[src/rtl/fact_iter_if.sv]
// Handshake bundle for the fact_iter block.
// The slave modport is the arithmetic block and the master modport is the
// producer/consumer pair driving it.
// The overflow flag out1 exists only when FACT_OVF_EN is defined.
interface fact_iter_if #(
  parameter int N = 16
);

  logic         in_valid;
  logic         in_ready;
  logic [N-1:0] in0;
  logic         out_valid;
  logic         out_ready;
  logic [N-1:0] out0;
`ifdef FACT_OVF_EN
  logic         out1;
`endif

`ifdef FACT_OVF_EN
  modport master (
    output in_valid,
    output in0,
    output out_ready,
    input  in_ready,
    input  out_valid,
    input  out0,
    input  out1
  );

  modport slave (
    input  in_valid,
    input  in0,
    input  out_ready,
    output in_ready,
    output out_valid,
    output out0,
    output out1
  );
`else
  modport master (
    output in_valid,
    output in0,
    output out_ready,
    input  in_ready,
    input  out_valid,
    input  out0
  );

  modport slave (
    input  in_valid,
    input  in0,
    input  out_ready,
    output in_ready,
    output out_valid,
    output out0
  );
`endif

endinterface

[src/rtl/fact_iter.sv]
// Iterative factorial / multi-factorial unit.
// STEP=1 computes n!, STEP=2 computes n!!, STEP=3 computes the triple
// factorial; the result is the low N bits of the product (wraps silently).
// Results can be retired and a new operand accepted on the same edge.
// Optional feature: define FACT_OVF_EN to add the sticky overflow flag out1,
// which reports whether any multiply of the operation lost upper bits.
module fact_iter #(
  parameter int N    = 16,
  parameter int STEP = 1
) (
  input  logic     clk,
  input  logic     nrst,
  fact_iter_if.slave bus
);

  localparam logic [N-1:0] STEP_N = N'(STEP);
  localparam logic [N-1:0] ONE_N  = N'(1);
  localparam logic [N-1:0] ZERO_N = '0;

  typedef enum logic [1:0] {
    IDLE = 2'd0,
    RUN  = 2'd1,
    DONE = 2'd2
  } state_e;

  state_e       state_q;
  state_e       state_d;

  logic [N-1:0] acc_q;
  logic [N-1:0] acc_d;
  logic [N-1:0] cnt_q;
  logic [N-1:0] cnt_d;
  logic [N-1:0] out0_q;
  logic [N-1:0] out0_d;

  logic         inReady;
  logic         outValid;
  logic         accept;
  logic         cntMore;
  logic         mulStep;
  logic         finishStep;
  logic [N-1:0] prodLow;
  logic [N-1:0] cntStepped;

`ifdef FACT_OVF_EN
  logic [2*N-1:0] prodFull;
  logic           prodOvf;
  logic           ovfRun_q;
  logic           ovfRun_d;
  logic           out1_q;
  logic           out1_d;
`endif

  // Handshake qualifiers and the shared multiply; the counter value decides
  // between another multiply step and finishing.
  always_comb begin
    accept     = bus.in_valid & inReady;
    cntMore    = (cnt_q > ONE_N);
    mulStep    = (state_q == RUN) && cntMore;
    finishStep = (state_q == RUN) && !cntMore;
    cntStepped = (cnt_q > STEP_N) ? (cnt_q - STEP_N) : ZERO_N;
`ifdef FACT_OVF_EN
    prodFull   = {{N{1'b0}}, acc_q} * {{N{1'b0}}, cnt_q};
    prodLow    = prodFull[N-1:0];
    prodOvf    = |prodFull[2*N-1:N];
`else
    prodLow    = acc_q * cnt_q;
`endif
  end

  // State register; reset drops any operation in flight.
  always_ff @(posedge clk or negedge nrst) begin
    if (!nrst) begin
      state_q <= IDLE;
    end else begin
      state_q <= state_d;
    end
  end

  // Next-state logic: a held result leaves DONE only when the consumer takes it,
  // going straight back to RUN if a new operand is offered in the same cycle.
  always_comb begin
    state_d = state_q;
    unique case (state_q)
      IDLE: begin
        if (accept) begin
          state_d = RUN;
        end
      end
      RUN: begin
        if (!cntMore) begin
          state_d = DONE;
        end
      end
      DONE: begin
        if (bus.out_ready) begin
          state_d = bus.in_valid ? RUN : IDLE;
        end
      end
      default: begin
        state_d = IDLE;
      end
    endcase
  end

  // Handshake outputs; in DONE the input side is ready exactly when the result is taken.
  always_comb begin
    inReady  = 1'b0;
    outValid = 1'b0;
    unique case (state_q)
      IDLE: begin
        inReady  = 1'b1;
        outValid = 1'b0;
      end
      RUN: begin
        inReady  = 1'b0;
        outValid = 1'b0;
      end
      DONE: begin
        inReady  = bus.out_ready;
        outValid = 1'b1;
      end
      default: begin
        inReady  = 1'b0;
        outValid = 1'b0;
      end
    endcase
  end

  // Datapath next values: load on accept, multiply/decrement while running,
  // and capture the accumulator into out0 only on the step that enters DONE.
  always_comb begin
    acc_d  = acc_q;
    cnt_d  = cnt_q;
    out0_d = out0_q;
    if (accept) begin
      acc_d = ONE_N;
      cnt_d = bus.in0;
    end else if (mulStep) begin
      acc_d = prodLow;
      cnt_d = cntStepped;
    end else if (finishStep) begin
      out0_d = acc_q;
    end
  end

  // Datapath registers.
  always_ff @(posedge clk or negedge nrst) begin
    if (!nrst) begin
      acc_q  <= ONE_N;
      cnt_q  <= ZERO_N;
      out0_q <= ZERO_N;
    end else begin
      acc_q  <= acc_d;
      cnt_q  <= cnt_d;
      out0_q <= out0_d;
    end
  end

`ifdef FACT_OVF_EN
  // Overflow tracking: sticky across one operation's multiplies, cleared on
  // accept, and published alongside out0 when the result is presented.
  always_comb begin
    ovfRun_d = ovfRun_q;
    out1_d   = out1_q;
    if (accept) begin
      ovfRun_d = 1'b0;
      out1_d   = 1'b0;
    end else if (mulStep) begin
      ovfRun_d = ovfRun_q | prodOvf;
    end else if (finishStep) begin
      out1_d = ovfRun_q;
    end
  end

  // Overflow registers.
  always_ff @(posedge clk or negedge nrst) begin
    if (!nrst) begin
      ovfRun_q <= 1'b0;
      out1_q   <= 1'b0;
    end else begin
      ovfRun_q <= ovfRun_d;
      out1_q   <= out1_d;
    end
  end

  assign bus.out1 = out1_q;
`endif

  assign bus.in_ready  = inReady;
  assign bus.out_valid = outValid;
  assign bus.out0      = out0_q;

endmodule

[src/flat_wrapper.sv]
// flat-port wrapper written by rule: the top's interface ports become plain ports
module fact_iter_flat 
#(
  parameter int N    = 16,
  parameter int STEP = 1
)
  (clk, nrst, bus_in_valid, bus_in0, bus_out_ready, bus_in_ready, bus_out_valid, bus_out0);
  fact_iter_if #(.N(N)) bus_i ();
  input  logic clk;
  input  logic nrst;
  input wire logic [$bits(bus_i.in_valid)-1:0] bus_in_valid;
  input wire logic [$bits(bus_i.in0)-1:0] bus_in0;
  input wire logic [$bits(bus_i.out_ready)-1:0] bus_out_ready;
  output wire logic [$bits(bus_i.in_ready)-1:0] bus_in_ready;
  output wire logic [$bits(bus_i.out_valid)-1:0] bus_out_valid;
  output wire logic [$bits(bus_i.out0)-1:0] bus_out0;
  assign bus_i.in_valid = bus_in_valid;
  assign bus_i.in0 = bus_in0;
  assign bus_i.out_ready = bus_out_ready;
  assign bus_in_ready = bus_i.in_ready;
  assign bus_out_valid = bus_i.out_valid;
  assign bus_out0 = bus_i.out0;
  fact_iter #(.N(N), .STEP(STEP)) u_core (.clk(clk), .nrst(nrst), .bus(bus_i));
endmodule
[config.mk]
export PLATFORM = sky130hd
export DESIGN_NAME = fact_iter_flat
export DESIGN_NICKNAME = d
export VERILOG_FILES = /design/src/rtl/fact_iter_if.sv /design/src/rtl/fact_iter.sv /design/src/flat_wrapper.sv
export SDC_FILE = /design/constraint.sdc
export NUM_CORES = 1
export LEC_CHECK = 0
export CAP_MARGIN = 25
export CORE_MARGIN = 5
export CORE_UTILIZATION = 45
export CTS_BUF_LIST = sky130_fd_sc_hd__clkbuf_8
export CTS_CLUSTER_SIZE = 20
export DETAILED_ROUTE_END_ITERATION = 10
export DONT_BUFFER_PORTS = 1
export PLACE_DENSITY = 0.66
export SYNTH_ARGS = -nofsm -noshare
export SYNTH_HDL_FRONTEND = slang
export SYNTH_SLANG_ARGS = --single-unit
[constraint.sdc]
create_clock -name clk -period 5.4 [get_ports clk]
set_clock_uncertainty 0.15 [all_clocks]
set_input_delay 1.08 -clock clk [delete_from_list [all_inputs] [get_ports clk]]
set_output_delay 1.08 -clock clk [all_outputs]
set_load 0.03 [all_outputs]
# Word-level counts from Yosys, hierarchy flattened
# Cells that the tools add are included.
[word_totals]
regBits = 50
wordCells = 34
out_inout_bits = 18
[op_classes]
muxes = 12
add_sub_neg = 1
multipliers = 1
n_bitwise = 3
n_eq_ne = 5
reduce_logical = 7
n_lt_le_gt_ge = 1
[ops]
columns = ["op", "count"]
rows = [
  ["2-to-1 mux 16 bit", 5],
  ["> comparator 16 x 1 -> 1 bit, second input constant", 1],
  ["multiplier 16 x 16 -> 16 bit", 1],
  ["subtractor 16 x 1 -> 16 bit, second input constant", 1],
  ["2-to-1 mux 2 bit", 3],
  ["case mux 2 bit (3 select lines)", 1],
  ["AND reduction 3 bit", 2],
  ["inequality test 2 bit, second input constant", 2],
  ["equality test 2 x 1 -> 1 bit, second input constant", 1],
  ["equality test 2 bit, second input constant", 1],
  ["logical AND 1 bit", 2],
  ["zero test 2 bit", 1],
  ["2-to-1 mux 1 bit", 2],
  ["inequality test 2 x 1 -> 1 bit, second input constant", 1],
  ["NOT 1 bit", 2],
  ["case mux 1 bit (2 select lines)", 1],
  ["nonzero test 2 bit", 1],
  ["bitwise AND 1 bit", 1],
  ["zero test 1 bit", 1],
]

# Logic depth before layout (Yosys ltp)
# Gate-level depths: netlist of run 1.
[depth]
word_depth = 5
ltp_mapped = 21
ltp_nobuf = 20

# Least setup slack after synthesis of run 1
# Ideal clock, no wire load.
[synth_timing]
path_type = "register to register"
start = "register u_core.cnt_q[3]"
end = "register u_core.acc_q[15]"
n_path_buf = 2
stages_incl_launch_ff = 21
arrival_ps = 5152
slack_ps = -29
required_time_ps = 5124
cell_sequence = "dfrtp_1 clkbuf_1 clkbuf_1 nand2_1 fa_1 fa_1 fa_1 fa_1 inv_1 fa_1 inv_1 fa_1 inv_1 ha_1 a21o_1 a21o_1 nor2_1 o21ai_0 a21oi_1 xnor2_1 o21ai_0"
[synth_between]
elab_chain_cells = 3
[synth_lines]
columns = ["element", "line", "rtl"]
rows = [
  ["from (decl)", "fact_iter.sv:31", "logic [N-1:0] cnt_q;"],
  ["from (signal assigned)", "fact_iter.sv:155", "cnt_q <= cnt_d;"],
  ["multiplier 16 x 16 -> 16 bit / > comparator 16 x 1 -> 1 bit (equally long branches)", "fact_iter.sv:67, fact_iter.sv:58", ""],
  ["2-to-1 mux 16 bit / logical AND 1 bit (equally long branches)", "fact_iter.sv:139, fact_iter.sv:59", ""],
  ["2-to-1 mux 16 bit / nonzero test 2 bit (equally long branches)", "n/a", ""],
  ["to (signal assigned)", "fact_iter.sv:150", "acc_q <= ONE_N;"],
  ["to (signal assigned)", "fact_iter.sv:154", "acc_q <= acc_d;"],
  ["to (decl)", "fact_iter.sv:29", "logic [N-1:0] acc_q;"],
]
# Parallel ways exist; a longest one is shown, timed or not. The select of a mux whose other input is x is not followed.
# A chain may end at the register's enable or synchronous reset.

# Final worst setup path of run 1
[layout_timing]
start = "register u_core.cnt_q[6]"
end = "register u_core.acc_q[15]"
# The elaborated chain is that of the path after synthesis.

==> results by group, run 1 <==
Floorplanning
  – Core area: roughly 14000 um2
  – Die height: about 130 um
  – Die W: 128 um
  – Initial core utilization: between 40% and 50%
  – Row cnt: 43
  – Ports: 38
  – Die area: 16300 um2

Critical path
  – Critical path's top delay family: adder cells
  – CP endpoint: u_core.acc_q[15]
  – Setup Crit Path Kind: register to register
  – CP max stage cell: fa_1
  – Register-to-Register Path Depth: 19
  – Critical path depth: 19
  – Critical Path Source Type: register
  – Worst Path Buf+Inv: 4
  – Worst r2r dst: u_core.acc_q[15]
  – Reg2reg setup slack: between 100 and 150 ps
  – CP endpoint kind: register
  – CP startpoint: u_core.cnt_q[6]
  – Crit-path cells: and2_4 > fa_1 > inv_1 > fa_1 > fa_1 > fa_1 > inv_1 > fa_1 > inv_2 > fa_1 > inv_2 > ha_4 > a21o_1 > a21o_1 > nor2_1 > o21ai_1 > a21oi_1 > xnor2_1 > o21ai_1
  – Worst r2r src: u_core.cnt_q[6]
  – Max FO, Critical Path: 5
  – Largest stage delay, worst path: 550 ps
  – CP arrival: 5310 ps
  – Critical Path Most Common Cell: fa_1
  – WP data required: between 5000 and 6000 ps

Clock tree
  – H-tree Lvls: 2
  – CTS sink count: 50
  – CTS buffer count: 5
  – Insertion delay to the later sink of the worst-skew pair: 320 ps
  – Reg clk slew, reported paths: 100 ps
  – CTS tree: built
  – CTS max path bufs: 2
  – CTS root buf: clkbuf_8

STA
  – Post-route setup slack: between 100 and 150 ps
  – Final slew viol count: 0
  – RSZ-0062 raised after global routing: true
  – Fmax: 190 MHz
  – Fin. Hold Viols: 0
  – Finish-stage setup viols: 0
  – Max transition margin: 43.0%
  – Fin Hold WS: about 300 ps
  – Crit share post-route: 97.4%
  – Final worst path period need: 5260 ps
  – Slew @ Worst Pin: 853 ps

Run
  – Max-Cap Viols: 0

Logic synthesis
  – Sequential share of the synthesized area: 20.1%
  – Async SR Flop Fraction: 100%
  – Synthesized netlist cell count: a little under 700
  – Post-Syn Nets: 837
  – Post-synth top area cell: fa_1
  – Avg Cell Area, Syn: 9.10 um2
  – Post-synth EDFFs: 0
  – Synth area leaders: fa_1 (26%), dfrtp_1 (20%), ha_1 (10%)
  – Yosys cell types: 44
  – #FFs+latches synth: 50
  – Mapped Area: 6240 um2
  – Ys Warns: 0
  – Post-synth top area share: between 20 and 30%
  – Main synth FF type: dfrtp_1

Power and ir drop
  – Static Leak: 0.00335 uW
  – Peak supply drop: between 0.0001 and 0.00015 V
  – Power density of the placed cells: about 150 nW/um2

Min path
  – Worst Hold Class: input pin to async pin

Cells and area
  – Final instance area: 6840 um2
  – Fill count: 1294
  – Final Util: 49.8%
  – Non-filler cells, final: 885
  – Area Overhead vs Synth: 9.56%
  – Share of cells above drive strength 1: 14.9%
  – Layout Nets: about 860
  – Antenna cells: 0

Routing
  – Antenna Violating Nets Remaining: 0
  – Via density: 5.25
  – Via count: 4646
  – Initial DRC count: 242
  – First-pass DRT Iterations: 5
  – Drt wl/cell: 17.5 um
  – Post-Route WL: 15500 um
  – Post-route DRC violation count: 0

Global route
  – Vias in the first global route: between 4k and 5k
  – Total GRT Usage: 19.6%
  – Initial antenna violation count: 0
  – Grt ovf: 0
  – Largest net degree at the start of global routing: 51
  – First-pass GRT wire length: between 20000 and 30000 um

Placed design
  – Area after DPL: 6580 um2
  – Placed Cells: 867
  – Port Buffers: 0
  – Dpl ws: ~24 ps
  – Gp weighted congestion: 0.883
  – Post-DP HPWL: 12500 um

Outcome
  – Outcome: finished, final reports clean
## layer usage
| layer | wire length, um | vias up | GRT usage, % |
|---|---|---|---|
| met4 | 430 | 0 | 6.55 |
| met1 | 6670 | 2330 | 26.4 |
| met2 | 7620 | 138 | 32.4 |
| li1 | - | 2146 | - |
| met3 | 753 | 32 | 2.79 |
| met5 | 0 | - | 0 |
## through the flow
stage | power (uW) | TNS [ps]
2_1_floorplan | 634 | 0
3_3_place_gp | 732 | 0
3_5_place_dp | 742 | 0
4_1_cts | 975 | 0
5_1_grt | 1040 | -76.0
6_report | 998 | 0
## layout by cell type, fill, tap and decap left out, types with 2 or more instances in the layout
master    Yosys  routed
a21o_1        6       6
a21oi_1      11      11
a221o_1       2       2
and2_1       69      66
and2_4        0       3
buf_4         4      47
clkbuf_8      0       6
dfrtp_1      49      34
dfrtp_2       0      15
fa_1         80      78
fa_2          0       2
ha_1         51      47
ha_2          0       2
ha_4          0       2
inv_1       121     121
inv_2         0       2
mux2_2       15      15
nand2_1      85      85
nand2b_1      6       6
nand3_1      16      16
nor2_1       21      21
nor2b_1       3       3
nor3_1       11      11
nor4_1        4       4
o211ai_1      2       2
o21ai_0      27      24
o21ai_1       6       9
o311ai_0      2       2
xnor2_1      32      32
xor2_1       13      13
## cell families (layout without fill, tap and decap cells)
kind of cell / after synthesis / after routing / synth area share, %
simple gates: 220 / 220 / 17.9
buf+inv: 158 / 177 / 10.1
fa+ha+maj: 131 / 131 / 35.9
compound gates: 66 / 66 / 6.70
flops: 50 / 50 / 20.1
xor+xnor: 46 / 46 / 6.68
mux: 15 / 15 / 2.71
## power by group
part / internal (uW) / total, uW / leakage, uW / switching, uW
sequential: 417 / 510 / 0.000624 / 93.4
combinational: 117 / 254 / 0.00267 / 137
clock: 101 / 234 / 0.0000538 / 132
## cell type report
class	count	area, um2	area share, %
Clock buffer	6	82.6	1.21
Tap cell	180	225	3.29
Clock inverter	2	7.51	0.110
Sequential cell	50	1270	18.6
Timing Repair Buffer	48	364	5.33
Multi-Input combinational cell	478	4430	64.8
Inverter	121	454	6.64
## sequential cells by signal (all words and copies together) (netlist names)
signal           count
u_core.bus.out0     16
u_core.cnt_q        16
u_core.acc_q        16
u_core.state_q       2
## cells in the mapped netlist (2+ instances only)
| cell type | number |
|---|---|
| xor2_1 | 13 |
| buf_4 | 4 |
| o311ai_0 | 2 |
| inv_1 | 121 |
| xnor2_1 | 32 |
| nor4_1 | 4 |
| o21ai_1 | 6 |
| fa_1 | 80 |
| nor2b_1 | 3 |
| nor2_1 | 21 |
| nand2b_1 | 6 |
| ha_1 | 51 |
| and2_1 | 69 |
| a21o_1 | 6 |
| clkbuf_1 | 25 |
| nand2_1 | 85 |
| a21oi_1 | 11 |
| dfrtp_1 | 49 |
| o21ai_0 | 27 |
| a221o_1 | 2 |
| o211ai_1 | 2 |
| mux2_2 | 15 |
| nand3_1 | 16 |
| buf_2 | 5 |
| buf_6 | 2 |
| nor3_1 | 11 |
## worst min path at each step
stage | startpoint | endpoint | slack, ps | depth (start not counted)
6_report | nrst | u_core.cnt_q[9] | 290 | 0
3_5_place_dp | u_core.cnt_q[15] | u_core.cnt_q[15] | 430 | 1
4_1_cts | nrst | u_core.cnt_q[9] | 290 | 0
3_3_place_gp | u_core.cnt_q[15] | u_core.cnt_q[15] | 420 | 1
2_1_floorplan | u_core.acc_q[15] | u_core.acc_q[15] | 340 | 2
5_1_grt | nrst | u_core.cnt_q[9] | 280 | 0
## timing repair
action                                  CTS  global route
endpoints found under the setup margin    1             6
resized for setup                         4            31
pin swaps                                 1            12
hold buffers                              0             0
setup buffers                             0            10
Power figures use the tool's default switching activity.
==> run 2, diff against run 1 <==
- CELL_PAD_IN_SITES_DETAIL_PLACEMENT: unset -> 1
- CELL_PAD_IN_SITES_GLOBAL_PLACEMENT: unset -> 1
- CTS_CLUSTER_SIZE: 20 -> 16
- PLACE_DENSITY: 0.66 -> 0.81
==> run 2 against run 1 <==
Compared with the run above: core utilization fell by 0.39 points; register-to-register slack improved by 20 ps; cell count fell by 0.90%; clock power rose by 12%; combinational power rose by 7%; fmax rose by 0.33%; critical endpoint is now u_core.acc_q[14]; global-route usage rose by 2.0 points.
==> results by group, run 2 (same netlist as run 1, synthesis figures left out) <==
STA
  – Fin Hold WS: 272 ps (-20.2 ps)
  – Fmax: 191 MHz (+0.33%)
  – Slew @ Worst Pin: 931 ps (+78.6 ps)
  – Finish-stage setup viols: 0 (unchanged)
  – Crit share post-route: 97.1% (-0.32 points)
  – Final slew viol count: 0 (unchanged)
  – Fin. Hold Viols: 0 (unchanged)
  – Final worst path period need: 5240 ps (-17.2 ps)
  – Max transition margin: 37.8% (-5.3 points)

Clock tree
  – Reg clk slew, reported paths: 120 ps (+20 ps)
  – CTS max path bufs: 2 (unchanged)
  – H-tree Lvls: 2 (unchanged)
  – Insertion delay to the later sink of the worst-skew pair: 340 ps (+20 ps)
  – CTS buffer count: 5 (unchanged)
  – CTS sink count: 50 (unchanged)
  – CTS root buf: clkbuf_8
  – CTS tree: built

Critical path
  – Setup Crit Path Kind: register to register
  – CP arrival: 5310 ps (about the same)
  – Critical Path Source Type: register
  – CP endpoint kind: register
  – WP data required: 5460 ps (about the same)
  – Max FO, Critical Path: 10 (+5)

Global route
  – Largest net degree at the start of global routing: 51 (unchanged)
  – Vias in the first global route: 5314 (+7.9%)
  – Total GRT Usage: 21.6% (+2.0 points)
  – Initial antenna violation count: 0 (unchanged)
  – Grt ovf: 0 (unchanged)
  – First-pass GRT wire length: 27700 um (+9.6%)

Cells and area
  – Non-filler cells, final: 877 (-0.90%)
  – Layout Nets: 847 (-0.94%)
  – Most frequent cells in the layout: inv_1 (121), nand2_1 (85), fa_1 (77)
  – Share of cells above drive strength 1: 13.6% (-1.3 points)
  – Area Overhead vs Synth: 8.70%
  – Commonest non-fill, non-tap cell in the layout: inv_1
  – Antenna cells: 0 (unchanged)

Floorplanning
  – Die W: 128 um (unchanged)
  – Initial core utilization: 45.5% (unchanged)
  – Die height: 128 um (unchanged)
  – Row cnt: 43 (unchanged)
  – Core area: 13700 um2 (unchanged)
  – Die area: 16300 um2 (unchanged)
  – Ports: 38 (unchanged)

Routing
  – Antenna Violating Nets Remaining: 0 (unchanged)
  – Post-Route WL: 17500 um (+13%)
  – Via count: 4666 (+0.43%)
  – Drt wl/cell: 20.0 um (+14%)
  – First-pass DRT Iterations: 4 (-1)
  – Initial DRC count: 207 (-14%)
  – Via density: 5.32 (+1.3%)
  – Post-route DRC violation count: 0 (unchanged)

Run
  – Max-Cap Viols: 0 (unchanged)

Power and ir drop
  – Power density of the placed cells: 155 nW/um2 (+6.4%)
  – Peak supply drop: 0.000148 V (+36%)
  – Static Leak: 0.00330 uW (-1.4%)

Placed design
  – Gp weighted congestion: 0.904 (+2.3%)
  – Placed Cells: 861 (-0.69%)
  – Post-DP HPWL: 13900 um (+11%)
  – Port Buffers: 0 (unchanged)

Outcome
  – Outcome: finished, final reports clean

Min path
  – Worst Hold Class: input pin to async pin
[run 2: power by group]
group	leakage, uW	switching (uW)	internal [uW]
registers	0.000627	101	418
logic	0.00263	146	126
clock network	0.0000506	165	97.6
total	0.00330	411	642
[run 2: layout make-up]
class	instances	area, um2
clock buffers	5	68.8
clock inverters	3	28.8
fillers	1622	6940
inverters	121	454
multi-input cells	478	4440
flip-flops and latches	50	1270
well taps	180	225
repair buffers	40	300
[run 2: what timing repair did]
action,in CTS,in global routing
buffers inserted,0,8
setup endpoints to repair,2,6
pin swaps,0,6
resized for setup,3,27
hold buffers,0,0
[run 2: stage by stage]
step	utilization [%]	power (uW)	setup TNS, ps	setup WS [ps]	cell area (um2)
CTS	48.3	1010	0	12.5	6630
global placement	47.6	737	0	114	6530
floorplan	-	634	0	46.5	6240
global route	49.4	1100	-135	-70.7	6780
finish	49.4	1050	0	156	6780
detailed placement	47.6	751	-41.4	-41.4	6530
[run 2: worst max-delay path: stages, from the launching register on]
cell and delay, ps:
dfrtp_2 500, buf_4 200, and2_1 170, fa_1 480, fa_1 510, ha_1 210
fa_1 480, inv_1 50, fa_1 510, fa_1 500, inv_1 60, ha_4 190
a2111oi_1 450, buf_4 220, o211ai_1 90, nand2_1 80, xor2_1 160, o21ai_0 100
[run 2: path summary, 6_finish.rpt]
check	slack (ps)	cells past startpoint	start	endpoint
setup / recovery	160	17	u_core.cnt_q[2]	u_core.acc_q[14]
hold / removal	270	0	nrst	u_core.bus.out0[14]
setup reg to reg	160	17	u_core.cnt_q[2]	u_core.acc_q[14]
hold reg to reg	440	1	u_core.cnt_q[15]	u_core.cnt_q[15]
max in group asynchronous	4640	0	nrst	u_core.acc_q[0]
min in group clk	440	1	u_core.cnt_q[15]	u_core.cnt_q[15]
[run 2: layer usage]
metal  vias up  share of wire [%]  track usage, %
li1       2131                  -               -
met1      2425                 39            27.5
met2        88                 54            38.7
met3        22                5.0            2.63
met4         0                1.8            5.93
met5         -                  0               0
